## config.mk

```make
export PLATFORM = sky130hd
export DESIGN_NAME = rx_block_lock
export DESIGN_NICKNAME = d
export VERILOG_FILES = /design/src/rtl/pcs_pkg.sv /design/src/rtl/rx_block_lock.sv
export SDC_FILE = /design/constraint.sdc
export NUM_CORES = 1
export LEC_CHECK = 0
export CORE_MARGIN = 2
export CORE_UTILIZATION = 35
export CTS_CLUSTER_DIAMETER = 200
export DETAILED_ROUTE_END_ITERATION = 8
export GPL_TIMING_DRIVEN = 0
export PLACE_DENSITY_LB_ADDON = 0.1
export REMOVE_ABC_BUFFERS = 1
export SYNTH_ARGS = -nofsm -noshare
export SYNTH_HDL_FRONTEND = slang
export SYNTH_SLANG_ARGS = --single-unit
```

## constraint.sdc

```tcl
create_clock -name i_rxc -period 5.73 [get_ports i_rxc]
set_input_delay 1.4325 -clock i_rxc [delete_from_list [all_inputs] [get_ports i_rxc]]
set_output_delay 1.4325 -clock i_rxc [all_outputs]
set_load 0.01 [all_outputs]
```

## src/rtl/pcs_pkg.sv

```systemverilog
// Shared PCS receive-path definitions.
// Provides the 64b/66b sync-header encodings, default block-lock thresholds,
// the block-lock state type, and a sync-header validity helper.
package pcs_pkg;

    // Legal 64b/66b sync headers: data block and control block
    localparam logic [1:0] SH_DATA = 2'b01;
    localparam logic [1:0] SH_CTRL = 2'b10;

    // Default block-lock thresholds
    localparam int unsigned SH_CNT_MAX_DEF     = 64;
    localparam int unsigned SH_INVALID_MAX_DEF = 16;
    localparam int unsigned SLIP_WAIT_DEF      = 32;

    // Block-lock FSM states (prefixed so they cannot clash with the SLIP_WAIT parameter)
    typedef enum logic [0:0] {
        LS_TEST      = 1'b0,
        LS_SLIP_WAIT = 1'b1
    } lock_state_t;

    // A header is valid only when its two bits differ (01 or 10)
    function automatic logic sh_is_valid(input logic [1:0] sh);
        return (sh == SH_DATA) || (sh == SH_CTRL);
    endfunction

endpackage

```

## src/rtl/rx_block_lock.sv

```systemverilog
// 64b/66b block synchroniser for the receive path.
// Watches the 2-bit sync header of each block delivered by the RX gearbox,
// requests single-bit slips until headers line up, and reports block lock.
// Ports:
//   i_rxc             receive clock (gearbox word rate)
//   i_reset_n         asynchronous active-low reset
//   i_init_done       transceiver init complete; 0 holds the block in reset (synchronous)
//   i_rx_header       sync header of the current block
//   i_rx_header_valid qualifies i_rx_header; one header evaluated per qualified cycle
//   o_block_lock      alignment acquired (registered)
//   o_slip            one-cycle bitslip request to the gearbox (registered)
//   o_slip_count      saturating number of slips since reset (registered)
module rx_block_lock
    import pcs_pkg::*;
#(
    parameter int unsigned SH_CNT_MAX     = SH_CNT_MAX_DEF,
    parameter int unsigned SH_INVALID_MAX = SH_INVALID_MAX_DEF,
    parameter int unsigned SLIP_WAIT      = SLIP_WAIT_DEF
) (
    input  logic        i_rxc,
    input  logic        i_reset_n,
    input  logic        i_init_done,
    input  logic [1:0]  i_rx_header,
    input  logic        i_rx_header_valid,
    output logic        o_block_lock,
    output logic        o_slip,
    output logic [15:0] o_slip_count
);

    localparam int unsigned SH_CNT_W  = $clog2(SH_CNT_MAX + 1);
    localparam int unsigned SH_INV_W  = $clog2(SH_INVALID_MAX + 1);
    localparam int unsigned SH_WAIT_W = $clog2(SLIP_WAIT + 1);

    lock_state_t          state_r, state_nxt_s;
    logic [SH_CNT_W-1:0]  sh_cnt_r, sh_cnt_nxt_s, sh_cnt_inc_s;
    logic [SH_INV_W-1:0]  sh_inv_r, sh_inv_nxt_s, sh_inv_inc_s;
    logic [SH_WAIT_W-1:0] wait_r, wait_nxt_s, wait_inc_s;
    logic                 block_lock_r, block_lock_nxt_s;
    logic                 slip_r, slip_nxt_s;
    logic [15:0]          slip_count_r, slip_count_nxt_s;
    logic                 sh_valid_s, win_done_s, slip_act_s, wait_done_s;

    // Header classification, counter increments and terminal conditions
    always_comb begin
        sh_valid_s   = sh_is_valid(i_rx_header);
        sh_cnt_inc_s = sh_cnt_r + SH_CNT_W'(1);
        sh_inv_inc_s = sh_inv_r + SH_INV_W'(1);
        wait_inc_s   = wait_r + SH_WAIT_W'(1);
        win_done_s   = (sh_cnt_inc_s == SH_CNT_W'(SH_CNT_MAX));
        wait_done_s  = (wait_inc_s == SH_WAIT_W'(SLIP_WAIT));
        // Slip on any bad header while unlocked, or on the threshold bad header;
        // this takes priority over a window completing on the same header.
        slip_act_s   = i_rx_header_valid && (state_r == LS_TEST) && !sh_valid_s &&
                       (!block_lock_r || (sh_inv_inc_s == SH_INV_W'(SH_INVALID_MAX)));
    end

    // FSM next-state logic
    always_comb begin
        state_nxt_s = state_r;
        if (i_rx_header_valid) begin
            case (state_r)
                LS_TEST: begin
                    if (slip_act_s) state_nxt_s = LS_SLIP_WAIT;
                    else            state_nxt_s = LS_TEST;
                end
                LS_SLIP_WAIT: begin
                    if (wait_done_s) state_nxt_s = LS_TEST;
                    else             state_nxt_s = LS_SLIP_WAIT;
                end
                default: state_nxt_s = LS_TEST;
            endcase
        end else begin
            state_nxt_s = state_r;
        end
    end

    // Next values of counters and registered outputs
    always_comb begin
        sh_cnt_nxt_s     = sh_cnt_r;
        sh_inv_nxt_s     = sh_inv_r;
        wait_nxt_s       = wait_r;
        block_lock_nxt_s = block_lock_r;
        slip_nxt_s       = 1'b0;
        slip_count_nxt_s = slip_count_r;
        if (i_rx_header_valid) begin
            case (state_r)
                LS_TEST: begin
                    if (slip_act_s) begin
                        block_lock_nxt_s = 1'b0;
                        slip_nxt_s       = 1'b1;
                        if (slip_count_r != 16'hFFFF) slip_count_nxt_s = slip_count_r + 16'd1;
                        else                          slip_count_nxt_s = slip_count_r;
                        sh_cnt_nxt_s     = '0;
                        sh_inv_nxt_s     = '0;
                        wait_nxt_s       = '0;
                    end else if (win_done_s) begin
                        // A window with no bad headers grants lock; otherwise lock is kept as is
                        if (sh_valid_s && (sh_inv_r == '0)) block_lock_nxt_s = 1'b1;
                        else                                block_lock_nxt_s = block_lock_r;
                        sh_cnt_nxt_s = '0;
                        sh_inv_nxt_s = '0;
                    end else begin
                        sh_cnt_nxt_s = sh_cnt_inc_s;
                        if (sh_valid_s) sh_inv_nxt_s = sh_inv_r;
                        else            sh_inv_nxt_s = sh_inv_inc_s;
                    end
                end
                LS_SLIP_WAIT: begin
                    // Headers are ignored while the gearbox settles after a slip
                    if (wait_done_s) begin
                        wait_nxt_s   = '0;
                        sh_cnt_nxt_s = '0;
                        sh_inv_nxt_s = '0;
                    end else begin
                        wait_nxt_s = wait_inc_s;
                    end
                end
                default: begin
                    sh_cnt_nxt_s     = '0;
                    sh_inv_nxt_s     = '0;
                    wait_nxt_s       = '0;
                    block_lock_nxt_s = 1'b0;
                end
            endcase
        end else begin
            slip_nxt_s = 1'b0;
        end
    end

    // State and output registers; i_init_done low acts as a synchronous clear
    always_ff @(posedge i_rxc or negedge i_reset_n) begin
        if (!i_reset_n) begin
            state_r      <= LS_TEST;
            sh_cnt_r     <= '0;
            sh_inv_r     <= '0;
            wait_r       <= '0;
            block_lock_r <= 1'b0;
            slip_r       <= 1'b0;
            slip_count_r <= 16'd0;
        end else if (!i_init_done) begin
            state_r      <= LS_TEST;
            sh_cnt_r     <= '0;
            sh_inv_r     <= '0;
            wait_r       <= '0;
            block_lock_r <= 1'b0;
            slip_r       <= 1'b0;
            slip_count_r <= 16'd0;
        end else begin
            state_r      <= state_nxt_s;
            sh_cnt_r     <= sh_cnt_nxt_s;
            sh_inv_r     <= sh_inv_nxt_s;
            wait_r       <= wait_nxt_s;
            block_lock_r <= block_lock_nxt_s;
            slip_r       <= slip_nxt_s;
            slip_count_r <= slip_count_nxt_s;
        end
    end

    assign o_block_lock = block_lock_r;
    assign o_slip       = slip_r;
    assign o_slip_count = slip_count_r;

endmodule

```

Word-level counts from Yosys, hierarchy flattened. Cells that the tools add are included.

Bits in registers: 37. Input port bits: 6. Output and inout bits: 18. Word-level logic and storage cells: 78.

Add/sub/neg operators: 4. Equal/unequal tests: 15. Mux-type cells: 37. Bitwise operators: 1. Reductions and logical operators: 14.

Operators with widths (count): $mux 16 (5); $mux 7 (5); $mux 5 (6); $mux 6 (4); $add 16x1->16 const B (1); $ne 16x16->1 const B (1); $pmux 7 s2 (1); $mux 1 (13); $pmux 6 s2 (1); $pmux 5 s2 (1); $reduce_and 4->1 (2); $add 7x1->7 const B (1); $eq 7x7->1 const B (1); $add 6x1->6 const B (1); $eq 6x6->1 const B (1); $ne 2x1->1 const B (3); $ne 3x1->1 const B (2); $add 5x1->5 const B (1); $eq 5x5->1 const B (1); $logic_not 5->1 (1); $ne 5x5->1 const B (1); $logic_and 1x1->1 (4); $reduce_and 2->1 (2); $ne 3x2->1 const B (1); other kinds (9) (11).

Longest topological paths before layout.
Word-level depth: 9. Mapped depth: 8. Depth with buffers taken out: 6.

Worst setup path before layout. Ideal clock, no wire load.

Path kind: in2reg. Start point: input port i_rx_header_valid. End point: register sh_cnt_r[6]. Library setup time: 0.122 ns. Arrival: 2.589 ns. Data required time: 5.608 ns. Slack: 3.020 ns. Stages: 6. Buffers on the path: 2. Path through: clkbuf_1 -> nand3_1 -> o211ai_1 -> clkbuf_1 -> o41ai_1 -> a32o_1.

Word-level cells in the longest chain between the ends: 7. Elaborated cells on any way between the ends: 9. Those cells by class: eq/ne: 1; mux: 4; reduce/logical: 4.

Ends and longest elaborated chain: start: declaration (RTL line rx_block_lock.sv:24) `input logic i_rx_header_valid,`; $logic_and 1x1->1 (3 in a row) (RTL line rx_block_lock.sv:53) `slip_act_s = i_rx_header_valid && (state_r == LS_TEST) && !sh_valid_s &&`; $mux 7 (RTL line rx_block_lock.sv:88) `if (slip_act_s) begin`; $pmux 7 s2 (RTL line rx_block_lock.sv:86) `case (state_r)`; $mux 7 (RTL line rx_block_lock.sv:85) `if (i_rx_header_valid) begin`; $mux 7 (RTL line rx_block_lock.sv:140) `end else if (!i_init_done) begin`; end signal: assignment (RTL line rx_block_lock.sv:150) `sh_cnt_r <= sh_cnt_nxt_s;`; end: declaration (RTL line rx_block_lock.sv:35) `logic [SH_CNT_W-1:0] sh_cnt_r, sh_cnt_nxt_s, sh_cnt_inc_s;`.

Several ways; a longest one is shown, not always the timed one. The select of a mux whose other input is x is not followed. A chain may end at the register's enable or synchronous reset.

Worst setup path in the final report.
Start point: input port i_rx_header_valid. End point: register sh_inv_r[0].

Word-level cells in the longest chain between the ends: 7. Elaborated cells on any way between the ends: 10. Those cells by class: eq/ne: 2; mux: 4; reduce/logical: 4.

Ends and longest elaborated chain: $logic_and 1x1->1 (3 in a row) (RTL line rx_block_lock.sv:53); $mux 5 (RTL line rx_block_lock.sv:88); $pmux 5 s2 (RTL line rx_block_lock.sv:86); $mux 5 (RTL line rx_block_lock.sv:85); $mux 5 (RTL line rx_block_lock.sv:140); end signal: assignment (RTL line rx_block_lock.sv:151) `sh_inv_r <= sh_inv_nxt_s;`; end: declaration (RTL line rx_block_lock.sv:36) `logic [SH_INV_W-1:0] sh_inv_r, sh_inv_nxt_s, sh_inv_inc_s;`.

Several ways; a longest one is shown, not always the timed one. The select of a mux whose other input is x is not followed.

==> out/metrics.yaml <==
final_cells: 352
cts_made_buffers: 5
outcome: "finished, violations left"
hold_ws_ps: 503
cts_resized: 0
design_area_um2: 2720
clkTransAtPathRegs_ps: 70
dieArea_um2: 7370
worstPathMaxFanout: 21
first_global_vias: 1790
synthArstFlopShare_pct: 100
clockRootBuffer: "clkbuf_8"
area_delta_synth_final_pct: 16.1
slew_violations: 0
final_layout_size_suffix_gt1_share_pct: 9.09
antenna_found_initial: 0
finalCriticalPeriod_ps: 3760
holdPathEnd: "sh_cnt_r[6]$_DFFE_PN0P_"
crit_type: "input port to flip-flop"
timing.slew.headroom_pct: 26.0
cap_violations: 0
power_leakage_nw: 1.01
holdCritPathClass: "flip-flop to flip-flop"
dpl_cell_area_um2: 2630
insertion_delay_ps: 290
cp_data_arrival_time_ps: 3930
yosysWarnings: 0
nFillCells: 631
drt_wl_total_um: 5340
synth.top_cell.area_share_pct: 39.5
seqCellArea_um2: 926
synth_edf_count: 0
viasPerCell: 5.61
ant_nets: 0
num_antenna_cells: 0
clock-sinks: 37
place_ws_ps: 1670
multi_input_area_um2: 1300
final.setup.tns_ps: 0
r2r-start: "wait_r[0]$_DFFE_PN0P_"
synthAdderAreaFrac_pct: 2.67
highest_layer: "met4"
min_period_over_period_pct: 65.6
cts_tree: "built"
vias: 1975
hp-start: "sh_cnt_r[6]$_DFFE_PN0P_"
grt_max_degree: 29
synth_simple_gate_area_share_pct: 26.3
drt-wirelength-per-cell_um: 15.2
hold_buffers: 0
fin_ws_ps: 1970
drc: 2
core_um2: 6420
dp_hpwl_um: 3710
wl_met2_um: 2430
die_y_um: 85.8
r2r_end: "sh_inv_r[0]$_DFFE_PN0P_"
yosysSeqAreaShare_pct: 39.5
synth_compound_area_share_pct: 20.7
finClkSkew_ps: 7.22
dp.cells: 344
track_usage_pct: 15.5
r2r_slack_ps: 3310
clockBufferDepth: 2
wl_met3_um: 177
post-cts-setup-buffer-count: 0
htree_num_levels: 2
synthMuxAreaShare_pct: 4.43
final_util_pct: 42.4
syn_area_um2: 2340
start_util_pct: 36.5
fmax_mhz: 266
synth_top_family_by_area: "simple AND/OR/NAND/NOR gates"
pwr_density_cell_nw_per_um2: 190
first_pass_iters: 7
grt_pass1_wl_um: 9170
synth-seq-cells: 37
grt-ovfl-total: 0
worst_pin_slew_ps: 1110
fp-row-count: 29
violations: "design-rule violations"
ys_types: 54
ios: 24
power_uw: 517
synth_cells: 256
cp-end-kind: "flip-flop"
ys.flop_type: "dfrtp_1"
cp-startpoint: "i_rx_header_valid"
synth_xor_area_share_pct: 1.44
place.gp.congestion: 0.774
wl_met1_um: 2670
final_hold_viol_count: 0
r2r_cells: 5
drtIter0Drc: 129
hold_depth: 1
fin_nets: 286
rsz0062_at_grt: "false"
die_w_um: 85.8
yosys-top-cells-area: "dfrtp_1, nand2_1, nand3_1"
yosys.area.top_type: "dfrtp_1"
cp.required_ps: 5900
setup_viol: 0
avgSynthCellArea_um2: 9.15
port_buffers: 23
cp-start-kind: "input port"
ir_drop_mv: 0.124
worst max-delay path by stage:
stage,end
3_3_place_gp,sh_inv_r[0]$_DFFE_PN0P_
3_5_place_dp,o_slip_count[1]$_DFFE_PN0P_
6_report,sh_inv_r[0]$_DFFE_PN0P_
5_1_grt,o_slip_count[1]$_DFFE_PN0P_
4_1_cts,o_slip_count[1]$_DFFE_PN0P_
2_1_floorplan,o_slip_count[1]$_DFFE_PN0P_
flip-flops by register name, summed over array words and instances, names as in the netlist:
register and flops:
o_block_lock 1, o_slip_count 16, sh_inv_r 5, o_slip 1, sh_cnt_r 7, wait_r 6, state_r 1
synthesized netlist by cell type (5+ instances only):
cell type / instances
nand2b_1: 9
o21ai_0: 6
dfrtp_1: 37
a21oi_1: 15
a32o_1: 6
inv_1: 15
ha_1: 5
o41ai_1: 6
mux2i_1: 7
or4_1: 7
nand3_1: 17
nor3_1: 7
nand4_1: 5
o31ai_1: 9
nand2_1: 24
and3_1: 5
nor2_1: 12
clkbuf_1: 7
routing by layer:
| metal | vias to the layer above | GRT usage (%) |
|---|---|---|
| li1 | 1002 | - |
| met2 | 34 | 23.7 |
| met3 | 5 | 2.69 |
| met5 | - | 0 |
| met1 | 934 | 22.3 |
| met4 | 0 | 4.76 |
worst max-delay path, cell delays in order:
cell and delay [ps]:
clkdlybuf4s50_1 960, nand3_1 150, o211ai_1 820, o31ai_1 230, mux2_2 320
cells by family after synthesis:
family | count (synthesis)
DFF | 37
AOI/OAI and AO/OA | 65
xor gates and xnor gates | 3
adders and majority gates | 5
and+or+nand+nor | 109
buffers and inverters | 28
muxes | 9
layout make-up:
class | instances | area share, %
Timing Repair Buffer | 25 | 9.29
Multi-Input combinational cell | 191 | 47.9
Inverter | 15 | 2.07
Sequential cell | 37 | 34.0
Tap cell | 77 | 3.54
Clock buffer | 7 | 3.17
placed cells by master, fill, tap and decap left out, drive strengths merged, types with 6 or more instances in the layout:
cell type | synthesis | final
dfrtp | 37 | 37
nand2 | 24 | 24
clkdlybuf4s50 | 0 | 22
nand3 | 17 | 17
a21oi | 16 | 16
inv | 15 | 15
nor2 | 12 | 12
nor3 | 10 | 10
nand2b | 9 | 9
o31ai | 9 | 9
mux2i | 8 | 8
or4 | 7 | 7
clkbuf | 8 | 7
o41ai | 6 | 6
o21ai | 6 | 6
a32o | 6 | 6
nor4 | 6 | 6
power breakdown:
group	total [mW]	switching, mW	internal (mW)	leakage [nW]
Clock	0.189	0.0932	0.0956	0.0443
Sequential	0.270	0.00507	0.265	0.513
Combinational	0.0585	0.0391	0.0194	0.450
Total	0.517	0.137	0.380	1.01
Note: power is estimated with default switching activity, not from simulation.
